### config.mk
export PLATFORM = sky130hd
export DESIGN_NAME = mux_rr_arbiter
export DESIGN_NICKNAME = d
export VERILOG_FILES = /design/src/rtl/mux_rr_arbiter.sv
export SDC_FILE = /design/constraint.sdc
export NUM_CORES = 1
export LEC_CHECK = 0
export ABC_AREA = 0
export BUFFER_PORTS_ARGS = -buffer_cell sky130_fd_sc_hd__buf_2
export CORE_AREA = 4 4 64 66
export DETAILED_ROUTE_END_ITERATION = 6
export DIE_AREA = 0 0 68 70
export GPL_TIMING_DRIVEN = 0
export HOLD_SLACK_MARGIN = 0.02
export PLACE_DENSITY_LB_ADDON = 0.05
export SLEW_MARGIN = 20
export SYNTH_ARGS = -nofsm -noshare
export SYNTH_HDL_FRONTEND = slang
export SYNTH_SLANG_ARGS = --single-unit
### constraint.sdc
create_clock -name clk -period 4 [get_ports clk]
set_input_delay 0 -clock clk [delete_from_list [all_inputs] [get_ports clk]]
set_output_delay 0 -clock clk [all_outputs]
set_load 0.02 [all_outputs]
### src/rtl/mux_rr_arbiter.sv
// mux_rr_arbiter: round-robin owner of a shared 8:1 bit-select path, gating in[sel] onto out.
// Define MUX_RR_MAX_HOLD_EN to pre-empt an owner after MAX_HOLD cycles while others wait.
module mux_rr_arbiter #(
    parameter int NREQ = 8
`ifdef MUX_RR_MAX_HOLD_EN
    , parameter int MAX_HOLD = 4
`endif
) (
    input  logic            clk,
    input  logic            rst,
    input  logic [NREQ-1:0] req,
    input  logic [NREQ-1:0] in,
    output logic [NREQ-1:0] grant,
    output logic [2:0]      sel,
    output logic            active,
    output logic            out
);
    typedef enum logic {IDLE, OWN} state_t;
    state_t          state_q, state_d;
    logic [2:0]      ptr_q, ptr_d, sel_q, sel_d, nxt_ptr, win;
    logic [NREQ-1:0] grant_q, grant_d, others;
    logic            handoff, preempt;

    // first set bit of r at or after p, wrapping; lowest offset wins
    function automatic logic [2:0] pick(input logic [NREQ-1:0] r, input logic [2:0] p);
        logic [2:0] idx;
        pick = p;
        for (int k = NREQ - 1; k >= 0; k--) begin
            idx = p + 3'(k);
            if (r[idx]) pick = idx;
        end
    endfunction

`ifdef MUX_RR_MAX_HOLD_EN
    localparam int HW = $clog2(MAX_HOLD + 1);
    logic [HW-1:0] hold_q, hold_d;
    assign preempt = (|others) && (hold_q >= HW'(MAX_HOLD - 1));
    always_comb hold_d = (state_q == OWN && !handoff) ? (hold_q == HW'(MAX_HOLD) ? hold_q : hold_q + HW'(1)) : '0;
    always_ff @(posedge clk) hold_q <= rst ? '0 : hold_d;
`else
    assign preempt = 1'b0;
`endif

    always_comb begin
        nxt_ptr = sel_q + 3'd1;
        others  = req & ~(NREQ'(1) << sel_q);
        handoff = !req[sel_q] || preempt;
        win     = pick(req, state_q == IDLE ? ptr_q : nxt_ptr);
        state_d = state_q;
        ptr_d   = ptr_q;
        sel_d   = sel_q;
        grant_d = grant_q;
        if (state_q == IDLE) begin
            if (|req) begin
                state_d = OWN;
                sel_d   = win;
                grant_d = NREQ'(1) << win;
            end
        end else if (handoff) begin
            ptr_d = nxt_ptr;
            if (|others) begin
                sel_d   = win;
                grant_d = NREQ'(1) << win;
            end else begin
                state_d = IDLE;
                grant_d = '0;
            end
        end
    end

    always_ff @(posedge clk) begin
        if (rst) begin
            state_q <= IDLE;
            ptr_q   <= '0;
            sel_q   <= '0;
            grant_q <= '0;
        end else begin
            state_q <= state_d;
            ptr_q   <= ptr_d;
            sel_q   <= sel_d;
            grant_q <= grant_d;
        end
    end

    assign grant  = grant_q;
    assign sel    = sel_q;
    assign active = (state_q == OWN);
    assign out    = active ? in[sel_q] : 1'b0;
endmodule

==> run_results.csv, run 1 <==
group,metric,value,unit
clock_tree,cts_htree_levels,1,
sta,fin_crit_sh,95.8,%
sta,rsz0062_at_grt,"true",
synth,synth_area_per_cell,8.13,sq um
synth,synthArstFlopShare,0,%
sta,min_period,3.83,ns
synth,synth_top_flop_cell,"dfxtp_1",
synth,synthDistinctLibCells,61,
sta,setup_violations,0,
placed_design,hpwl,4190,um
drt,finalWirelength,5340,um
drt,drc,0,
placed_design,place_inst,322,
setup_path,worstPathRequired,4.19,ns
drt,drt_first_pass_iters,5,
sta,drv_slew,0,
floorplan,die_h,70,um
hold_path,min_path_type,"input pin to flip-flop",
run,maxCapViolations,0,
floorplan,dieArea,4760,sq um
floorplan,die_w,68,um
placed_design,portBuffers,28,
power,peakVddDrop,0.518,mV
clock_tree,root_buffer,"clkbuf_4",
power,p_per_area,766,nW/um^2
cells_and_area,final_common_cell,"nand2_1",
clock_tree,path_clk_slew,0.08,ns
synth,yosysWarnings,0,
sta,tightestPinTransition,0.614,ns
clock_tree,tritoncts,"built",
cells_and_area,layout.cells.non_filler,325,
clock_tree,clockBufferDepth,2,
clock_tree,clock-sinks,15,
clock_tree,ctsHoldBuffers,0,
setup_path,worstPathMaxFanout,10,
synth,synth_fp_nets,272,
cells_and_area,fill_cells,338,
cells_and_area,diodes,0,
synth,yosysSeqAreaShare,15.0,%
global_route,grt_max_degree,11,
drt,vias,2061,
setup_path,critPathArrivalTime,4.02,ns
drt,drtIter0Drc,328,
global_route,grt.total_usage,22.6,%
sta,fin_skew,0.00238,ns
setup_path,startpoint_type,"flip-flop",
power,p_leak,0.965,nW
drt,vias_per_cell,6.34,
sta,setup_ws,0.169,ns
global_route,grt_pass1_vias,1777,
floorplan,coreArea,3580,sq um
synth,postSynthCellCount,246,
global_route,grt_pass1_wl,8650,um
global_route,grt_overflow,0,
synth,synthesis.area,2000,sq um
sta,holdWs,0.0605,ns
cells_and_area,final_nets,304,
cells_and_area,drive_gt1_share,22.0,%
sta,hold_violations,0,
synth,synth_edf_count,0,
synth,ys_ff_latch,15,
floorplan,rows,22,
sta,fmax,0.261,GHz
sta,relSlewSlack,58.6,%
cells_and_area,syn_to_final_growth,11.5,%
cells_and_area,layout_common_cells,"32 x nand2_1, 30 x buf_2, 16 x mux2i_1",
clock_tree,insertion_delay,0.28,ns
floorplan,start_util,55.9,%
placed_design,place_ws,-0.0178,ns
global_route,grt_antenna_before_repair,0,
drt,postRouteAntennaNets,0,
run_status,status,"finished clean",
floorplan,io_pins,31,
placed_design,place.gp.congestion,0.923,
setup_path,critical_path_class,"flip-flop to flip-flop",
clock_tree,cts_inserted_buffers,3,
drt,wl_per_cell,16.4,um
setup_path,cp-end-kind,"flip-flop",
synth_stat cells (all sizes together) (2+ instances only):
cell type,instances,area [sq um]
o31ai,8,60.1
nand3,15,75.1
o221ai,5,43.8
mux2,3,41.3
dfxtp,15,300
o21ai,7,35.0
and2,4,26.3
a21o,2,15.0
mux2i,20,229
mux4,6,135
nand2b,8,50.1
clkbuf,4,15.0
xnor2,5,51.3
nor2,16,76.3
o21a,3,22.5
xor2,2,17.5
o211a,2,20.0
a21boi,3,22.5
nor3,4,20.0
a21oi,13,65.1
nor2b,2,27.5
a211o,4,35.0
inv,12,47.6
and3,3,18.8
a32oi,2,17.5
a211oi,6,50.1
o41ai,2,17.5
buf,6,47.5
ha,8,100
nor4,4,25.0
o22ai,2,12.5
o211ai,3,22.5
nand2,32,120
power by group:
part,leakage (nW),internal (W),total [W],switching (W)
Clock,0.0150,0.0000387,0.0000822,0.0000435
Sequential,0.123,0.000195,0.000238,0.0000433
Combinational,0.827,0.000567,0.00139,0.000819
what timing repair did:
item	4_1_cts	5_1_grt
setup buffers	0	0
resized for setup	0	2
setup endpoints to repair	6	6
cell families after synthesis:
logic type                 count (synthesis)  synth area share, %
xor gates and xnor gates                   7                 3.44
buffers and inverters                     22                 5.51
muxes                                     29                 20.3
and+or+nand+nor                           92                 23.5
DFF                                       15                 15.0
AOI/OAI and AO/OA                         73                 27.3
adders and majority gates                  8                 5.01
sequential cells by signal, indices dropped and copies added (netlist names):
register	count
grant	8
ptr_q	3
active	1
sel	3
routing by layer:
layer	share of wire, %	track usage (%)	vias to the layer above
li1	-	-	996
met1	46	34.8	945
met2	45	34.8	111
met3	7.3	0.965	9
met4	0.86	3.97	0
met5	0	0	-
critical path: stages, from the launching register on:
cell and delay [ns]:
dfxtp_1 0.56, inv_1 0.13, ha_1 0.36, mux2_4 0.34, ha_2 0.44, mux2i_1 0.15, mux4_2 0.55, o31a_1 0.31
o21a_1 0.19, a2111o_1 0.48, o31ai_1 0.22
path summary, 6_finish.rpt:
| check | to | slack [ns] | cells past startpoint | from |
|---|---|---|---|---|
| worst max register to register | grant[6] | 0.17 | 10 | sel[1] |
| worst min register to register | grant[3] | 0.45 | 2 | grant[3] |
| worst min-delay path | ptr_q[0] | 0.06 | 2 | rst |
| worst max-delay path | grant[6] | 0.17 | 10 | sel[1] |
per-stage QoR:
step                instance area [sq um]  utilization (%)  total power, W  setup TNS, ns
finish                               2230             62.3         0.00171              0
global route                         2230             62.3         0.00184        -0.0512
CTS                                  2220             62.1         0.00168              0
detailed placement                   2200             61.5         0.00159        -0.0388
global placement                     2200             61.5         0.00159        -0.0276
floorplan                            2000                -         0.00131              0
area by class of cell:
cell class              instances  area (sq um)  share of cell area [%]
inverters                      12          47.5                    2.13
well taps                      48          60.1                    2.70
repair buffers                 28           140                    6.29
clock buffers                   4          26.3                    1.18
multi-input cells             209          1600                    71.6
flip-flops and latches         15           300                    13.5
plain buffers                   9          58.8                    2.64
Note: power is estimated with default switching activity, not from simulation.
==> inputs of run 2 (changes only) <==
Settings changed: ABC_AREA 0 to 1, CORE_AREA 4 4 64 66 to 4 4 62 64, DIE_AREA 0 0 68 70 to 0 0 66 68.
==> run 2 against run 1 <==
Against the previous run: first-iteration DRC count decreased by 70%; synthesized cell count rose by 22%; cell count is 17% higher; count of clock-buffer cells in the layout is the same; via count fell by 4.5%; maximum frequency grew 23%; sequential cell count did not move.
==> run_results.csv, run 2 <==
group,metric,value,unit
run,maxCapViolations,0,
cells_and_area,utilization,62.8,%
sta,rsz0062_at_grt,"false",
sta,fin_crit_sh,77.8,%
cells_and_area,largest_register_ffs,8,
sta,finalSetupTns,0,ns
clock_tree,cts_htree_levels,1,
clock_tree,root_buffer,"clkbuf_4",
floorplan,rows,21,
drt,finalWirelength,4450,um
synth,postSynthCellCount,300,
run_status,status,"finished clean",
cells_and_area,multi_input_comb_area,1310,sq um
cells_and_area,regArea,300,sq um
clock_tree,clockBufferDepth,2,
sta,hold_violations,0,
synth,yosysWarnings,0,
cells_and_area,syn_to_final_growth,13.4,%
global_route,grt_overflow,0,
global_route,grt_max_degree,12,
placed_design,hpwl,3620,um
sta,fmax,0.321,GHz
synth,synth_area_per_cell,6.06,sq um
synth,yosysMostFrequentCell,"nand2_1",
synth,synthArstFlopShare,0,%
drt,wl_per_cell,11.7,um
synth,synth_top_area_share,19.0,%
synth,synth_fp_nets,326,
placed_design,place.gp.congestion,0.880,
floorplan,start_util,55.4,%
power,peakVddDrop,0.479,mV
hold_path,min_path_type,"input pin to flip-flop",
clock_tree,insertion_delay,0.28,ns
synth,synth_top_area_cell,"nand2_1",
drt,drtIter0Drc,99,
global_route,grt_pass1_vias,1785,
clock_tree,tritoncts,"built",
synth,synthDistinctLibCells,32,
drt,drt_first_pass_iters,4,
global_route,grt_pass1_wl,7770,um
global_route,grt.total_usage,21.5,%
setup_path,worstPathMaxFanout,11,
sta,holdWs,0.262,ns
floorplan,die_h,68,um
cells_and_area,fill_cells,340,
synth,yosysSeqAreaShare,16.5,%
drt,drc,0,
drt,postRouteAntennaNets,0,
cells_and_area,drive_gt1_share,27.2,%
synth,synthesis.area,1820,sq um
drt,vias,1968,
power,p_per_area,934,nW/um^2
sta,fin_skew,0.00102,ns
sta,drv_slew,0,
synth,ys_ff_latch,15,
synth,synth_area_leaders,"nand2_1 19%, dfxtp_1 17%, nand3_1 7.7%",
clock_tree,cts_inserted_buffers,3,
power,p_leak,1.10,nW
sta,tightestPinTransition,0.660,ns
clock_tree,path_clk_slew,0.09,ns
placed_design,place_area,2030,sq um
synth,synth_edf_count,0,
sta,setup_violations,0,
placed_design,portBuffers,30,
sta,relSlewSlack,55.6,%
setup_path,worstPathRequired,4.16,ns
cells_and_area,final_area,2060,sq um
setup_path,critPathArrivalTime,3.27,ns
cells_and_area,layout_common_cells,"92 x nand2_1, 30 x buf_2, 28 x nand3_1",
synth,yosys-top-cells-count,"92 x nand2_1, 28 x nand3_1, 27 x inv_1, 23 x a21oi_1, 20 x nand2_2",
sta,min_period,3.11,ns
setup_path,startpoint_type,"flip-flop",
clock_tree,clock-sinks,15,
cells_and_area,diodes,0,
synth,synth_top_flop_cell,"dfxtp_1",
floorplan,dieArea,4490,sq um
floorplan,coreArea,3280,sq um
cells_and_area,final_common_cell,"nand2_1",
setup_path,critical_path_class,"flip-flop to flip-flop",
drt,vias_per_cell,5.17,
setup_path,cp-end-kind,"flip-flop",
clock_tree,cts_setup_buffers,0,
cells_and_area,final_nets,362,
floorplan,io_pins,31,
global_route,grt_antenna_before_repair,0,
floorplan,die_w,66,um
run 2: power by group:
| part | leakage (nW) | switching, W | total (W) | internal, W |
|---|---|---|---|---|
| clock network | 0.0150 | 0.0000480 | 0.0000867 | 0.0000387 |
| logic | 0.959 | 0.00104 | 0.00159 | 0.000558 |
| registers | 0.123 | 0.0000418 | 0.000247 | 0.000205 |
run 2: worst paths after layout:
path / depth (start not counted) / slack [ns] / from / to
min reg2reg: 2 / 0.47 / grant[6] / grant[6]
min: 3 / 0.26 / req[4] / active
max reg2reg: 22 / 0.89 / sel[0] / grant[4]
max: 22 / 0.89 / sel[0] / grant[4]
run 2: area by class of cell:
type	count	area share [%]
Sequential cell	15	14.6
Buffer	7	3.27
Timing Repair Buffer	31	7.76
Clock buffer	4	1.27
Tap cell	46	2.79
Multi-Input combinational cell	239	63.3
Inverter	39	7.10
run 2: what timing repair did:
| action | in CTS | in global routing |
|---|---|---|
| gates resized for setup | 0 | 0 |
| hold buffers | 1 | 0 |
| hold endpoints to repair | 2 | 0 |
| endpoints found under the setup margin | 0 | 0 |
run 2: routing by layer:
metal / vias up / part of all wire, % / global-route usage, %
li1: 1043 / - / -
met1: 856 / 46 / 28.8
met2: 65 / 47 / 38.2
met3: 4 / 6.6 / 1.48
met4: 0 / 0.56 / 4.57
met5: - / 0 / 0
run 2: per-stage QoR:
stage                     power (W)  worst slack, ns  cells
after floorplan             0.00154             1.13    300
after global placement      0.00182            0.925    376
after detailed placement    0.00184            0.924    376
after CTS                   0.00193            0.891    381
after global routing        0.00217            0.545    381
final                       0.00193            0.887    381
run 2: kinds of logic after synthesis:
group	Yosys count	share of synthesized area (%)
AO/OA/AOI/OAI	56	18.2
XOR/XNOR	4	2.34
adder cells (fa/ha/maj)	8	5.50
buffers and inverters	46	11.8
flip-flops	15	16.5
AND/OR/NAND/NOR	171	45.7
run 2: critical path, cell delays in order (launching register included):
cell	delay, ns
dfxtp_1	0.40
buf_4	0.21
inv_2	0.06
buf_6	0.14
ha_1	0.32
nand2_2	0.07
nand2_2	0.06
buf_6	0.14
ha_1	0.37
o21ai_1	0.26
nand2_1	0.10
o21ai_2	0.10
o21ai_1	0.10
nand2_1	0.07
nand2_1	0.04
nand2_1	0.05
nand2_1	0.06
nand2_1	0.06
nand2_1	0.05
nand2_2	0.12
inv_2	0.06
nand3_1	0.08
a21oi_1	0.06
==> inputs of run 3 (changes only) <==
Clock period 4 ns to 3.15 ns, I/O delays scaled along.
==> run 3 against run 2 <==
Against the previous run: critical path depth rose by 1; first-iteration DRC count decreased by 4.0%; total power up 32%; largest power group unchanged; cell count increased by 0.26%; clock skew rose by 0.00083 ns; worst setup slack worse by 0.62 ns; combinational power up 33%; utilization is 2.4 points higher; register-to-register slack lost 0.62 ns; global-route usage did not move; maximum frequency increased by 8.0%; via count is 0.51% lower.
==> run_results.csv, run 3 (synthesis gave the netlist of run 2 again) <==
group,metric,value,unit
global_route,grt_pass1_vias,1785,
setup_path,cp_num_buf_inv,6,
floorplan,die_w,66,um
drt,drc,0,
floorplan,io_pins,31,
hold_path,min_from,"req[4]",
power,p_leak,1.11,nW
clock_tree,path_clk_slew,0.09,ns
cells_and_area,largest_register_ffs,8,
global_route,grt_antenna_before_repair,0,
setup_path,critical_path_class,"flip-flop to flip-flop",
cells_and_area,drive_gt1_share,30.1,%
setup_path,cpPeakStageDelay,0.37,ns
drt,drt_first_pass_iters,5,
placed_design,portBuffers,30,
clock_tree,root_buffer,"clkbuf_4",
power,finalPower,0.00255,W
sta,relSlewSlack,56.0,%
clock_tree,cts_inserted_buffers,3,
sta,fin_skew,0.00185,ns
cells_and_area,final_nets,363,
drt,vias_per_cell,5.13,
hold_path,min_path_type,"input pin to flip-flop",
setup_path,path_delay_family,"simple AND/OR/NAND/NOR gates",
setup_path,worstPathRequired,3.31,ns
placed_design,place.gp.congestion,0.880,
setup_path,r2r-start,"sel[0]",
global_route,grt_overflow,0,
setup_path,worstPathCellList,"buf_8 > inv_2 > buf_6 > ha_1 > nand2_2 > nand2_2 > buf_6 > ha_4 > inv_1 > nand2_1 > nand2_2 > o21ai_2 > o21ai_1 > nand2_1 > nand2_1 > nand2_1 > nand2_1 > nand2_1 > nand2_1 > nand2_2 > inv_2 > nand3_1 > a21oi_1",
sta,tightestPinTransition,0.653,ns
clock_tree,insertion_delay,0.28,ns
drt,finalWirelength,4540,um
power,p_per_area,1190,nW/um^2
cells_and_area,layout_common_cells,"91 x nand2_1, 30 x buf_2, 28 x nand3_1",
sta,fin_crit_sh,91.5,%
clock_tree,clockBufferDepth,2,
power,peakVddDrop,0.623,mV
sta,min_period,2.88,ns
global_route,grt_max_degree,12,
cells_and_area,final_common_cell,"nand2_1",
run,maxCapViolations,0,
setup_path,cp_common_cell,"nand2_1",
drt,drtIter0Drc,95,
cells_and_area,fill_cells,321,
sta,setup_violations,0,
drt,postRouteAntennaNets,0,
drt,wl_per_cell,11.9,um
floorplan,coreArea,3280,sq um
setup_path,cp-end-kind,"flip-flop",
cells_and_area,syn_to_final_growth,17.7,%
sta,fmax,0.347,GHz
clock_tree,cts_htree_levels,1,
sta,drv_slew,0,
drt,vias,1958,
clock_tree,clock-sinks,15,
floorplan,dieArea,4490,sq um
setup_path,worstPathMaxFanout,11,
sta,hold_violations,0,
floorplan,rows,21,
global_route,grt_pass1_wl,7770,um
floorplan,start_util,55.4,%
clock_tree,tritoncts,"built",
setup_path,crit_slowest_cell,"dfxtp_4",
setup_path,crit_start,"sel[0]",
sta,finalSetupTns,0,ns
setup_path,startpoint_type,"flip-flop",
setup_path,critPathArrivalTime,3.04,ns
sta,rsz0062_at_grt,"false",
cells_and_area,diodes,0,
global_route,grt.total_usage,21.5,%
placed_design,hpwl,3620,um
run_status,status,"finished clean",
floorplan,die_h,68,um
-- run 3: changes by cell type in the layout (fill, tap and decap cells not counted), sizes merged --
cell / delta
buf: +1
-- run 3: what timing repair did --
item                                    CTS  global route
hold buffers                              1             0
endpoints found under the hold margin     2             0
endpoints found under the setup margin    0            11
resized for setup                         0            15
buffers inserted                          0             1
-- run 3: worst min-delay path, cell delays in order --
cell,delay [ns]
buf_2,0.12
nor4_1,0.10
a211oi_1,0.26
-- run 3: final timing paths --
check | endpoint | slack [ns] | cells after the start
setup / recovery | grant[4] | 0.27 | 23
setup reg to reg | grant[4] | 0.27 | 23
hold reg to reg | grant[4] | 0.47 | 2
hold / removal | active | 0.26 | 3
-- run 3: metal layers --
layer  track usage [%]  part of all wire, %
met5                 0                    0
met4              4.57                 0.60
met3              1.48                  4.5
met2              38.2                   47
met1              28.8                   48
-- run 3: final cells by class --
type / count / area [sq um] / area share, %
Inverter: 39 / 146 / 6.84
Buffer: 7 / 75.1 / 3.51
Tap cell: 46 / 57.6 / 2.69
Timing Repair Buffer: 32 / 168 / 7.83
Sequential cell: 15 / 305 / 14.3
Multi-Input combinational cell: 239 / 1360 / 63.6
Clock buffer: 4 / 26.3 / 1.23
-- run 3: through the flow --
stage / cells / cell area, sq um / util (%) / setup slack (ns) / hold slack (ns)
floorplan: 300 / 1820 / - / 0.276 / 0.156
global placement: 376 / 2030 / 61.7 / 0.0747 / 0.298
detailed placement: 376 / 2030 / 61.7 / 0.0740 / 0.294
CTS: 381 / 2060 / 62.8 / 0.0409 / 0.255
global route: 382 / 2140 / 65.2 / 0.00568 / 0.275
finish: 382 / 2140 / 65.2 / 0.269 / 0.261
-- run 3: power by group --
part | switching [W] | internal [W]
Clock | 0.0000617 | 0.0000492
Sequential | 0.0000530 | 0.000265
Combinational | 0.00135 | 0.000768
Total | 0.00147 | 0.00108
